==> src/rtl/seq_det_pkg.sv <==
// ---------------------------------------------------------------------------
// seq_det_pkg: state encoding and sizing helpers for the sequence detector. Rev 1.0
// ---------------------------------------------------------------------------
`default_nettype none

package seq_det_pkg;

  typedef enum logic [1:0] {
    ST_IDLE = 2'b00,
    ST_RUN  = 2'b01,
    ST_DONE = 2'b10
  } state_e;

  localparam int DEF_MAXLEN = 8;

  // Smallest cfg_len width able to hold the value MAXLEN itself.
  function automatic int len_w(input int maxlen);
    return $clog2(maxlen + 1);
  endfunction

endpackage

`default_nettype wire

==> src/rtl/seq_match_core.sv <==
// ---------------------------------------------------------------------------
// seq_match_core: history shift register, fill counter and Mealy pattern compare. Rev 1.0
// ---------------------------------------------------------------------------
`default_nettype none

module seq_match_core
  import seq_det_pkg::*;
#(
  parameter int MAXLEN = DEF_MAXLEN,
  parameter int LEN_W  = len_w(MAXLEN)
) (
  input  logic              clk,
  input  logic              rst_n,
  input  logic              clear_i,
  input  logic              accept_i,
  input  logic              din_i,
  input  logic [LEN_W-1:0]  len_i,
  input  logic [MAXLEN-1:0] pattern_i,
  input  logic              overlap_i,
  output logic              match_o
);

  localparam logic [LEN_W:0] ONE = 1;

  logic [MAXLEN-1:0] hist_q, hist_d, mask;
  logic [LEN_W-1:0]  fill_q, fill_d;
  logic [LEN_W:0]    fill_inc;
  logic              full;

  always_comb begin
    hist_d   = {hist_q[MAXLEN-2:0], din_i};
    fill_inc = {1'b0, fill_q} + ONE;
    full     = (fill_inc >= {1'b0, len_i});
    for (int i = 0; i < MAXLEN; i++) begin
      mask[i] = (i < int'(len_i));
    end
    match_o = accept_i && full && (((hist_d ^ pattern_i) & mask) == '0);

    // Non-overlapping mode discards the history consumed by a match.
    fill_d = fill_q;
    if (accept_i) begin
      if (match_o && !overlap_i) fill_d = '0;
      else if (full)             fill_d = len_i;
      else                       fill_d = fill_inc[LEN_W-1:0];
    end
  end

  always_ff @(posedge clk or negedge rst_n) begin
    if (!rst_n) begin
      hist_q <= '0;
      fill_q <= '0;
    end else if (clear_i) begin
      hist_q <= '0;
      fill_q <= '0;
    end else if (accept_i) begin
      hist_q <= hist_d;
      fill_q <= fill_d;
    end
  end

endmodule

`default_nettype wire

==> src/rtl/seq_det_ctrl.sv <==
// ---------------------------------------------------------------------------
// seq_det_ctrl: programmable serial sequence-detector controller (FSM, config, counter). Rev 1.0
// ---------------------------------------------------------------------------
`default_nettype none

module seq_det_ctrl
  import seq_det_pkg::*;
#(
  parameter int MAXLEN = DEF_MAXLEN,
  parameter int CNT_W  = 8,
  parameter int LEN_W  = len_w(MAXLEN)
) (
  input  logic              clk,
  input  logic              rst_n,
  input  logic              start_i,
  input  logic              abort_i,
  input  logic [MAXLEN-1:0] cfg_pattern_i,
  input  logic [LEN_W-1:0]  cfg_len_i,
  input  logic              cfg_overlap_i,
  input  logic [CNT_W-1:0]  cfg_target_i,
  input  logic              din_i,
  input  logic              din_valid_i,
  output logic              din_ready_o,
  output logic              match_o,
  output logic [CNT_W-1:0]  match_cnt_o,
  output logic              busy_o,
  output logic              done_o,
  output logic              cfg_err_o,
  output logic [1:0]        state_out_o
);

  localparam logic [CNT_W:0] ONE = 1;

  state_e            state_q;
  logic              busy_q, done_q, cfg_err_q;
  logic [CNT_W-1:0]  match_cnt_q, match_cnt_d, tgt_q;
  logic [MAXLEN-1:0] pat_q;
  logic [LEN_W-1:0]  len_q;
  logic              ovl_q;
  logic [CNT_W:0]    cnt_p1;
  logic              len_ok, launch, accept, match, hit_tgt;

  assign din_ready_o = (state_q == ST_RUN);
  assign accept      = din_valid_i && din_ready_o;
  assign len_ok      = (cfg_len_i != '0) && (int'(cfg_len_i) <= MAXLEN);
  assign launch      = (state_q == ST_IDLE) && start_i && !abort_i && len_ok;

  assign cnt_p1      = {1'b0, match_cnt_q} + ONE;
  assign match_cnt_d = (&match_cnt_q) ? match_cnt_q : cnt_p1[CNT_W-1:0];
  assign hit_tgt     = (tgt_q != '0) && (cnt_p1 == {1'b0, tgt_q});

  seq_match_core #(
    .MAXLEN (MAXLEN),
    .LEN_W  (LEN_W)
  ) u_core (
    .clk       (clk),
    .rst_n     (rst_n),
    .clear_i   (launch),
    .accept_i  (accept),
    .din_i     (din_i),
    .len_i     (len_q),
    .pattern_i (pat_q),
    .overlap_i (ovl_q),
    .match_o   (match)
  );

  always_ff @(posedge clk or negedge rst_n) begin
    if (!rst_n) begin
      state_q     <= ST_IDLE;
      busy_q      <= 1'b0;
      done_q      <= 1'b0;
      cfg_err_q   <= 1'b0;
      match_cnt_q <= '0;
      tgt_q       <= '0;
      pat_q       <= '0;
      len_q       <= '0;
      ovl_q       <= 1'b0;
    end else begin
      cfg_err_q <= 1'b0;
      case (state_q)
        ST_IDLE: begin
          if (start_i && !abort_i) begin
            if (len_ok) begin
              pat_q       <= cfg_pattern_i;
              len_q       <= cfg_len_i;
              ovl_q       <= cfg_overlap_i;
              tgt_q       <= cfg_target_i;
              match_cnt_q <= '0;
              state_q     <= ST_RUN;
              busy_q      <= 1'b1;
            end else begin
              cfg_err_q <= 1'b1;
            end
          end
        end
        ST_RUN: begin
          // A bit accepted alongside abort still counts.
          if (match) match_cnt_q <= match_cnt_d;
          if (abort_i) begin
            state_q <= ST_IDLE;
            busy_q  <= 1'b0;
          end else if (match && hit_tgt) begin
            state_q <= ST_DONE;
            busy_q  <= 1'b0;
            done_q  <= 1'b1;
          end
        end
        ST_DONE: begin
          if (abort_i || start_i) begin
            state_q <= ST_IDLE;
            done_q  <= 1'b0;
          end
        end
        default: begin
          state_q <= ST_IDLE;
          busy_q  <= 1'b0;
          done_q  <= 1'b0;
        end
      endcase
    end
  end

  assign match_o     = match;
  assign match_cnt_o = match_cnt_q;
  assign busy_o      = busy_q;
  assign done_o      = done_q;
  assign cfg_err_o   = cfg_err_q;
  assign state_out_o = state_q;

endmodule

`default_nettype wire

==> config.mk <==
export PLATFORM = sky130hd
export DESIGN_NAME = seq_det_ctrl
export DESIGN_NICKNAME = d
export VERILOG_FILES = /design/src/rtl/seq_det_pkg.sv /design/src/rtl/seq_match_core.sv /design/src/rtl/seq_det_ctrl.sv
export SDC_FILE = /design/constraint.sdc
export NUM_CORES = 1
export LEC_CHECK = 0
export BUFFER_PORTS_ARGS = -buffer_cell sky130_fd_sc_hd__buf_2
export CAP_MARGIN = 20
export CORE_UTILIZATION = 56
export CTS_BUF_LIST = sky130_fd_sc_hd__clkbuf_8 sky130_fd_sc_hd__clkbuf_16
export DETAILED_ROUTE_END_ITERATION = 10
export PLACE_DENSITY_LB_ADDON = 0.3
export SYNTH_ARGS = -nofsm -noshare
export SYNTH_HDL_FRONTEND = slang
export SYNTH_SLANG_ARGS = --single-unit
==> constraint.sdc <==
create_clock -name clk -period 2.7 [get_ports clk]
set_clock_uncertainty 0.15 [all_clocks]
set_input_delay 0.54 -clock clk [delete_from_list [all_inputs] [get_ports clk]]
set_output_delay 0.54 -clock clk [all_outputs]
set_load 0.005 [all_outputs]
==> summary.md, run 1 <==
| Metric | Value |
|---|---|
| CTS tree | built |
| Rows | 24 |
| Final Non-Filler Cells | 350 |
| Routed WL per cell | about 15 um |
| Grt ovf | 0 |
| Setup violations, final | 0 |
| Die H | about 69 um |
| Number of max-slew violations in the final report | 0 |
| Drt first pass iters | 4 |
| Die Wd | ~70 um |
| Initial Util | 0.582 |
| RSZ-0062 raised after global routing | no |
| First-pass GRT wire length | around 9000 um |
| Number of diodes | 0 |
| Worst-case clock buffer depth | 2 |
| Net count after synthesis | 280 |
| CTS Root Cell | clkbuf_8 |
| TNS Setup | 0 ns |
| Comb pwr share | 0.476 |
| Critical Path AT | 1.95 ns |
| Total Wirelength | roughly 5400 um |
| Mean Syn Cell Area | 10.3 sq um |
| DP Cell Count | around 340 |
| Hold Slack | a little under 0.1 ns |
| Crit path kind | flip-flop to output port |
| Final hold vios | 0 |
| Initial antenna violation count | 0 |
| Via count | 2077 |
| CTS H-tree depth | 2 |
| Clock power frac | 0.135 |
| Highest Clock Rate | between 300 and 400 MHz |
| Number of flops mapped to enable cells by yosys | 0 |
| Clock Latency Late Sink | ~0.3 ns |
| Max Fanout on Critical Path | 3 |
| Filler cells | ~330 |
| DRT iter0 DRCs | 116 |
| Post-DP HPWL | 3730 um |
| Total Die Area | about 4800 sq um |
| GP Congestion | just over 0.8 |
| Layout Utilization | 0.687 |
| Worst reg2reg endpoint | match_cnt_o[3]$_DFFE_PN0P_ |
| CP endpoint kind | output port |
| Gr usage total | 0.241 |
| Setup crit start kind | flip-flop |
| Layout Nets | 331 |
| Sw Share | 0.393 |
| Worst EP required | between 2 and 2.5 ns |
| Internal | between 1500 and 2000 uW |
| Ports | 42 |
| Slew HR | 0.580 |
| Synthesis-to-finish area growth | 18.2% |
| Largest net degree at the start of global routing | 34 |
| Area leader, netlist | dfrtp_1 |
| Run status | finished clean |
| CTS Hold Buffers Added | 0 |
| Reg2reg start | u_core.fill_q[1]$_DFFE_PN0P_ |
| Mapped cell area | between 2000 and 3000 sq um |
| Post-route ant nets | 0 |
| Worst-path clk slew | ~0.080 ns |
| Slowest CP cell | dfrtp_2 |
| Ys flop type | dfrtp_1 |
| Drt drc | 0 |
| Multi-input gate area | 1340 sq um |
| Sink Count | 45 |
| Crit-path max cell delay | between 0.4 and 0.5 ns |
| Yosys warns | 0 |
| Register Area | 1130 sq um |
| Worst R2R Path Depth | 10 |
| Vias in the first global route | around 2000 |
| TritonCTS buffer count | 5 |
| Most frequent cells in the layout | dfrtp_1 (41), buf_2 (41), nand2_1 (28), mux2_2 (22), xnor2_1 (15) |
| Tightest Pin Transition | 0.630 ns |
| Sequential power share | 0.389 |
| Worst Hold Class | input pin to asynchronous set/reset pin |
| Crit-path cells | ha_4 > ha_1 > a211oi_2 > o21a_2 > nor3_4 > buf_2 |
| IO buf count | 41 |
| Instance count on the critical path | 6 |
| CP top delay family | adder cells |
| Worst reg2reg setup slack | between 0.1 and 0.15 ns |
| CP Buf/Inv Count | 1 |
| Peak VDD IR | roughly 530 uV |
| Core area | 4350 sq um |
| Cells after Synth | 247 |
| Cell Pwr Density | around 1000 nW/um^2 |
| Static Leakage | around 0.0014 uW |
| Vias per cell | between 5 and 6 |
| Final min period | ~2.6 ns |
| Final worst-path cycle share | 0.977 |
| Register bit total from synthesis | 45 |
| Top area cells in the synthesized netlist | dfrtp_1 (44%), mux2_2 (9.8%), xnor2_1 (5.2%), nand2_1 (4.2%), ha_1 (3.0%) |
| Area share of the largest cell type after synthesis | 0.445 |
| Layout cell share with drive strength beyond 1 | 0.352 |
| Synth unique cells | 53 |
| Max-Cap Viols | 0 |
| Async SR Flop Fraction | 1.00 |
| Seq/Total Area, Yosys | 0.445 |
| P_sw | about 1200 uW |
## per-stage QoR
stage          setup slack, ns  total power, uW  instance area (sq um)
2_1_floorplan            0.220             2210                   2530
3_3_place_gp             0.153             2500                   2810
3_5_place_dp            0.0538             2550                   2810
4_1_cts                 0.0338             3020                   2910
5_1_grt                0.00366             3380                   2990
6_report                0.0633             3140                   2990
## Yosys cell counts (2+ instances only)
| master | count |
|---|---|
| xnor2_1 | 15 |
| nor3b_1 | 2 |
| buf_6 | 2 |
| o22ai_1 | 3 |
| a32o_1 | 3 |
| o21ai_0 | 7 |
| a31oi_1 | 7 |
| nand3_1 | 12 |
| ha_1 | 6 |
| nor2_1 | 9 |
| nand2_1 | 28 |
| nor3_1 | 3 |
| nor4_1 | 3 |
| a21oi_1 | 13 |
| dfrtp_1 | 45 |
| and3_1 | 2 |
| inv_1 | 7 |
| a211oi_1 | 5 |
| a21o_1 | 2 |
| buf_2 | 8 |
| nand2b_1 | 3 |
| mux2_2 | 22 |
| xor2_1 | 5 |
| nand4_1 | 2 |
| a22o_1 | 3 |
| o31ai_1 | 3 |
## flip-flops by register name (all words and copies together) (netlist names)
name	flops
ovl_q	1
state_out_o	2
pat_q	8
tgt_q	8
len_q	4
u_core.fill_q	4
match_cnt_o	8
u_core.hist_q	7
cfg_err_o	1
busy_o	1
done_o	1
## how the worst max path moves through the flow
stage	from	endpoint	slack, ns
final	u_core.fill_q[1]$_DFFE_PN0P_	match_o	0.06
after global placement	u_core.fill_q[0]$_DFFE_PN0P_	match_cnt_o[3]$_DFFE_PN0P_	0.15
after global routing	len_q[3]$_DFFE_PN0P_	match_o	0.004
after floorplan	u_core.fill_q[0]$_DFFE_PN0P_	match_cnt_o[3]$_DFFE_PN0P_	0.22
after CTS	u_core.fill_q[0]$_DFFE_PN0P_	match_o	0.03
after detailed placement	u_core.fill_q[0]$_DFFE_PN0P_	match_cnt_o[3]$_DFFE_PN0P_	0.05
## worst register-to-register path: cells and delay by family, from the launching register on
kind | cells | cell delay, ns
compound gates | 3 | 0.54
xor+xnor | 1 | 0.14
fa+ha+maj | 2 | 0.51
buf+inv | 2 | 0.33
flops | 1 | 0.45
simple gates | 2 | 0.37
## layer usage
layer	wire length, um	global-route usage	up-vias
met5	0	0	-
li1	-	-	1001
met2	2650	0.395	48
met1	2340	0.308	1013
met4	157	0.102	0
met3	206	0.0538	15
## timing repair
item                       in CTS  in global routing
setup endpoints to repair       1                  7
pin swaps                       2                  4
resized for setup               3                 11
setup buffers                   2                  5
## power by group through the flow
stage	logic (uW)	registers [uW]	clock network, uW
after CTS	1380	1210	437
final	1490	1220	425
after global routing	1660	1270	460
after floorplan	1100	1110	0
after global placement	1290	1210	0
after detailed placement	1330	1220	0
## cells by family after synthesis
kind of cell | share of synthesized area
simple gates | 0.168
mux | 0.0978
fa+ha+maj | 0.0296
flops | 0.445
xor+xnor | 0.0692
buf+inv | 0.0400
compound gates | 0.150
## area by class of cell
class | count | share of cell area
clock buffers | 6 | 0.0276
clock inverters | 1 | 0.00251
inverters | 8 | 0.0105
multi-input cells | 182 | 0.448
flip-flops and latches | 45 | 0.378
well taps | 52 | 0.0217
repair buffers | 56 | 0.112
Power figures use the tool's default switching activity.
==> run 2: changes to the inputs <==
--- a/config.mk
+++ b/config.mk
@@ -7,7 +7,7 @@
 export LEC_CHECK = 0
 export BUFFER_PORTS_ARGS = -buffer_cell sky130_fd_sc_hd__buf_2
 export CAP_MARGIN = 20
-export CORE_UTILIZATION = 56
+export CORE_UTILIZATION = 25
 export CTS_BUF_LIST = sky130_fd_sc_hd__clkbuf_8 sky130_fd_sc_hd__clkbuf_16
 export DETAILED_ROUTE_END_ITERATION = 10
 export PLACE_DENSITY_LB_ADDON = 0.3
==> run 2 against run 1 <==
Routed wire length grew 8.5%. First-iteration DRC count is 41% lower. Clock power rose by 25%. Worst hold slack improved by 0.011 ns. Combinational power is 5% lower. Final area increased by 3.2%. Register-to-register slack hardly changed. Via count shrank 3.5%. Die area grew 120%. Fmax is 1.1% lower. Largest cell class unchanged. Largest power group unchanged.
==> summary.md, run 2 (synthesis results as in run 1) <==
| Metric | Value |
|---|---|
| TritonCTS buffer count | 5 (unchanged) |
| Total Die Area | 10500 sq um (was 4790 sq um) |
| Initial antenna violation count | 0 (unchanged) |
| Run status | finished clean (unchanged) |
| Final Non-Filler Cells | 429 (was 350) |
| Largest net degree at the start of global routing | 33 (was 34) |
| Most common cell after layout, fill and taps aside | dfrtp_1 |
| CP endpoint kind | output port (unchanged) |
| Most frequent cells in the layout | dfrtp_1 (43), buf_2 (41), nand2_1 (28), mux2_2 (22), xnor2_1 (15) (was dfrtp_1 (41), buf_2 (41), nand2_1 (28), mux2_2 (22), xnor2_1 (15)) |
| Worst-path clk slew | 0.09 ns (was 0.08 ns) |
| Setup violations, final | 0 (unchanged) |
| Layout Utilization | 0.316 (was 0.687) |
| Routed WL per cell | 13.5 um (was 15.3 um) |
| Pwr Total | 3170 uW (was 3140 uW) |
| Gr usage total | 0.121 (was 0.241) |
| Cell Pwr Density | 1030 nW/um^2 (was 1050 nW/um^2) |
| Setup crit start kind | flip-flop (unchanged) |
| Core area | 9770 sq um (was 4350 sq um) |
| Layout cell share with drive strength beyond 1 | 0.331 (was 0.352) |
| Vias in the first global route | 2043 (was 1954) |
| Slew HR | 0.559 (was 0.580) |
| Sink Count | 45 (unchanged) |
| Crit path kind | flip-flop to output port (unchanged) |
| Rows | 36 (was 24) |
| GP Congestion | 0.758 (was 0.814) |
| Via count | 2004 (was 2077) |
| Layout Nets | 328 (was 331) |
| DRT iter0 DRCs | 68 (was 116) |
| CTS Hold Buffers Added | 0 (unchanged) |
| Grt ovf | 0 (unchanged) |
| CTS Root Cell | clkbuf_8 (unchanged) |
| Total Wirelength | 5810 um (was 5350 um) |
| Max Fanout on Critical Path | 4 (was 3) |
| Post-route ant nets | 0 (unchanged) |
| Static Leakage | 0.00140 uW (was 0.00139 uW) |
| Initial Util | 0.259 (was 0.582) |
| DP Cell Count | 418 (was 336) |
| Peak VDD IR | 379 uV (was 532 uV) |
| Die Wd | 103 um (was 69.2 um) |
| Hold Slack | 0.109 ns (was 0.0975 ns) |
| CTS tree | built (unchanged) |
| Number of max-slew violations in the final report | 0 (unchanged) |
| First-pass GRT wire length | 9840 um (was 9100 um) |
| Post-DP HPWL | 4290 um (was 3730 um) |
| Tightest Pin Transition | 0.661 ns (was 0.630 ns) |
| Critical Path AT | 1.98 ns (was 1.95 ns) |
| Ports | 42 (unchanged) |
| Number of diodes | 0 (unchanged) |
| Highest Clock Rate | 375 MHz (was 379 MHz) |
| Vias per cell | 4.67 (was 5.93) |
| Final hold vios | 0 (unchanged) |
| IO buf count | 41 (unchanged) |
| Worst-case clock buffer depth | 2 (unchanged) |
| Max-Cap Viols | 0 (unchanged) |
| Final min period | 2.67 ns (was 2.64 ns) |
| Drt drc | 0 (unchanged) |
| Synthesis-to-finish area growth | 21.9% (was 18.2%) |
| CTS H-tree depth | 2 (unchanged) |
| Worst EP required | 2.01 ns (about the same) |
| Die H | 103 um (was 69.2 um) |
| RSZ-0062 raised after global routing | yes (was no) |
| Drt first pass iters | 4 (unchanged) |
| Clock Latency Late Sink | 0.30 ns (about the same) |
| Worst Hold Class | input pin to asynchronous set/reset pin (unchanged) |
| Final worst-path cycle share | 0.987 (was 0.977) |
==> run 2: metrics by stage <==
stage                     TNS, ns  cell area (sq um)  worst slack [ns]
after floorplan                 0               2530             0.220
after CTS                       0               3060           0.00883
after detailed placement        0               2910            0.0903
after global routing      -0.0823               3090           -0.0690
final                           0               3090            0.0343
after global placement          0               2910             0.140
==> run 2: cell type report <==
cell class | count | area, sq um
fillers | 1022 | 6690
multi-input cells | 182 | 1330
well taps | 133 | 166
clock inverters | 2 | 33.8
flip-flops and latches | 45 | 1130
clock buffers | 6 | 82.6
inverters | 8 | 31.3
repair buffers | 53 | 312
==> run 2: report_power, final <==
group / internal [uW] / switching, uW / total [uW]
logic: 744 / 675 / 1420
clock network: 298 / 232 / 530
registers: 920 / 298 / 1220
==> run 2: final timing paths <==
path                            cells after the start  slack, ns                         start                      endpoint
worst min register to register                      2       0.37  u_core.hist_q[4]$_DFFE_PN0P_  u_core.hist_q[5]$_DFFE_PN0P_
min in group clk                                    2       0.30                       abort_i    state_out_o[1]$_DFFE_PN0P_
max in group asynchronous                           2       1.70                         rst_n  u_core.hist_q[5]$_DFFE_PN0P_
worst min-delay path                                1       0.11                         rst_n    match_cnt_o[1]$_DFFE_PN0P_
worst max-delay path                                7       0.03  u_core.fill_q[0]$_DFFE_PN0P_                       match_o
worst max register to register                     10       0.11  u_core.fill_q[0]$_DFFE_PN0P_    match_cnt_o[3]$_DFFE_PN0P_
==> run 2: timing repair <==
action / in CTS / in global routing
pin swaps: 3 / 3
resized for setup: 5 / 5
setup buffers: 1 / 2
setup endpoints to repair: 1 / 6
==> run 2: metal layers <==
layer  global-route usage  routed length (um)
met4               0.0297                  46
met1                0.154                2680
met5                    0                   0
met2                0.206                2780
met3               0.0285                 307
==> run 2: worst max-delay path, cell delays in order, from the launching register on <==
cell     delay (ns)
dfrtp_2        0.45
ha_4           0.17
xor2_1         0.14
ha_1           0.28
o21ai_2        0.06
o21a_2         0.22
nor3_4         0.20
buf_2          0.15
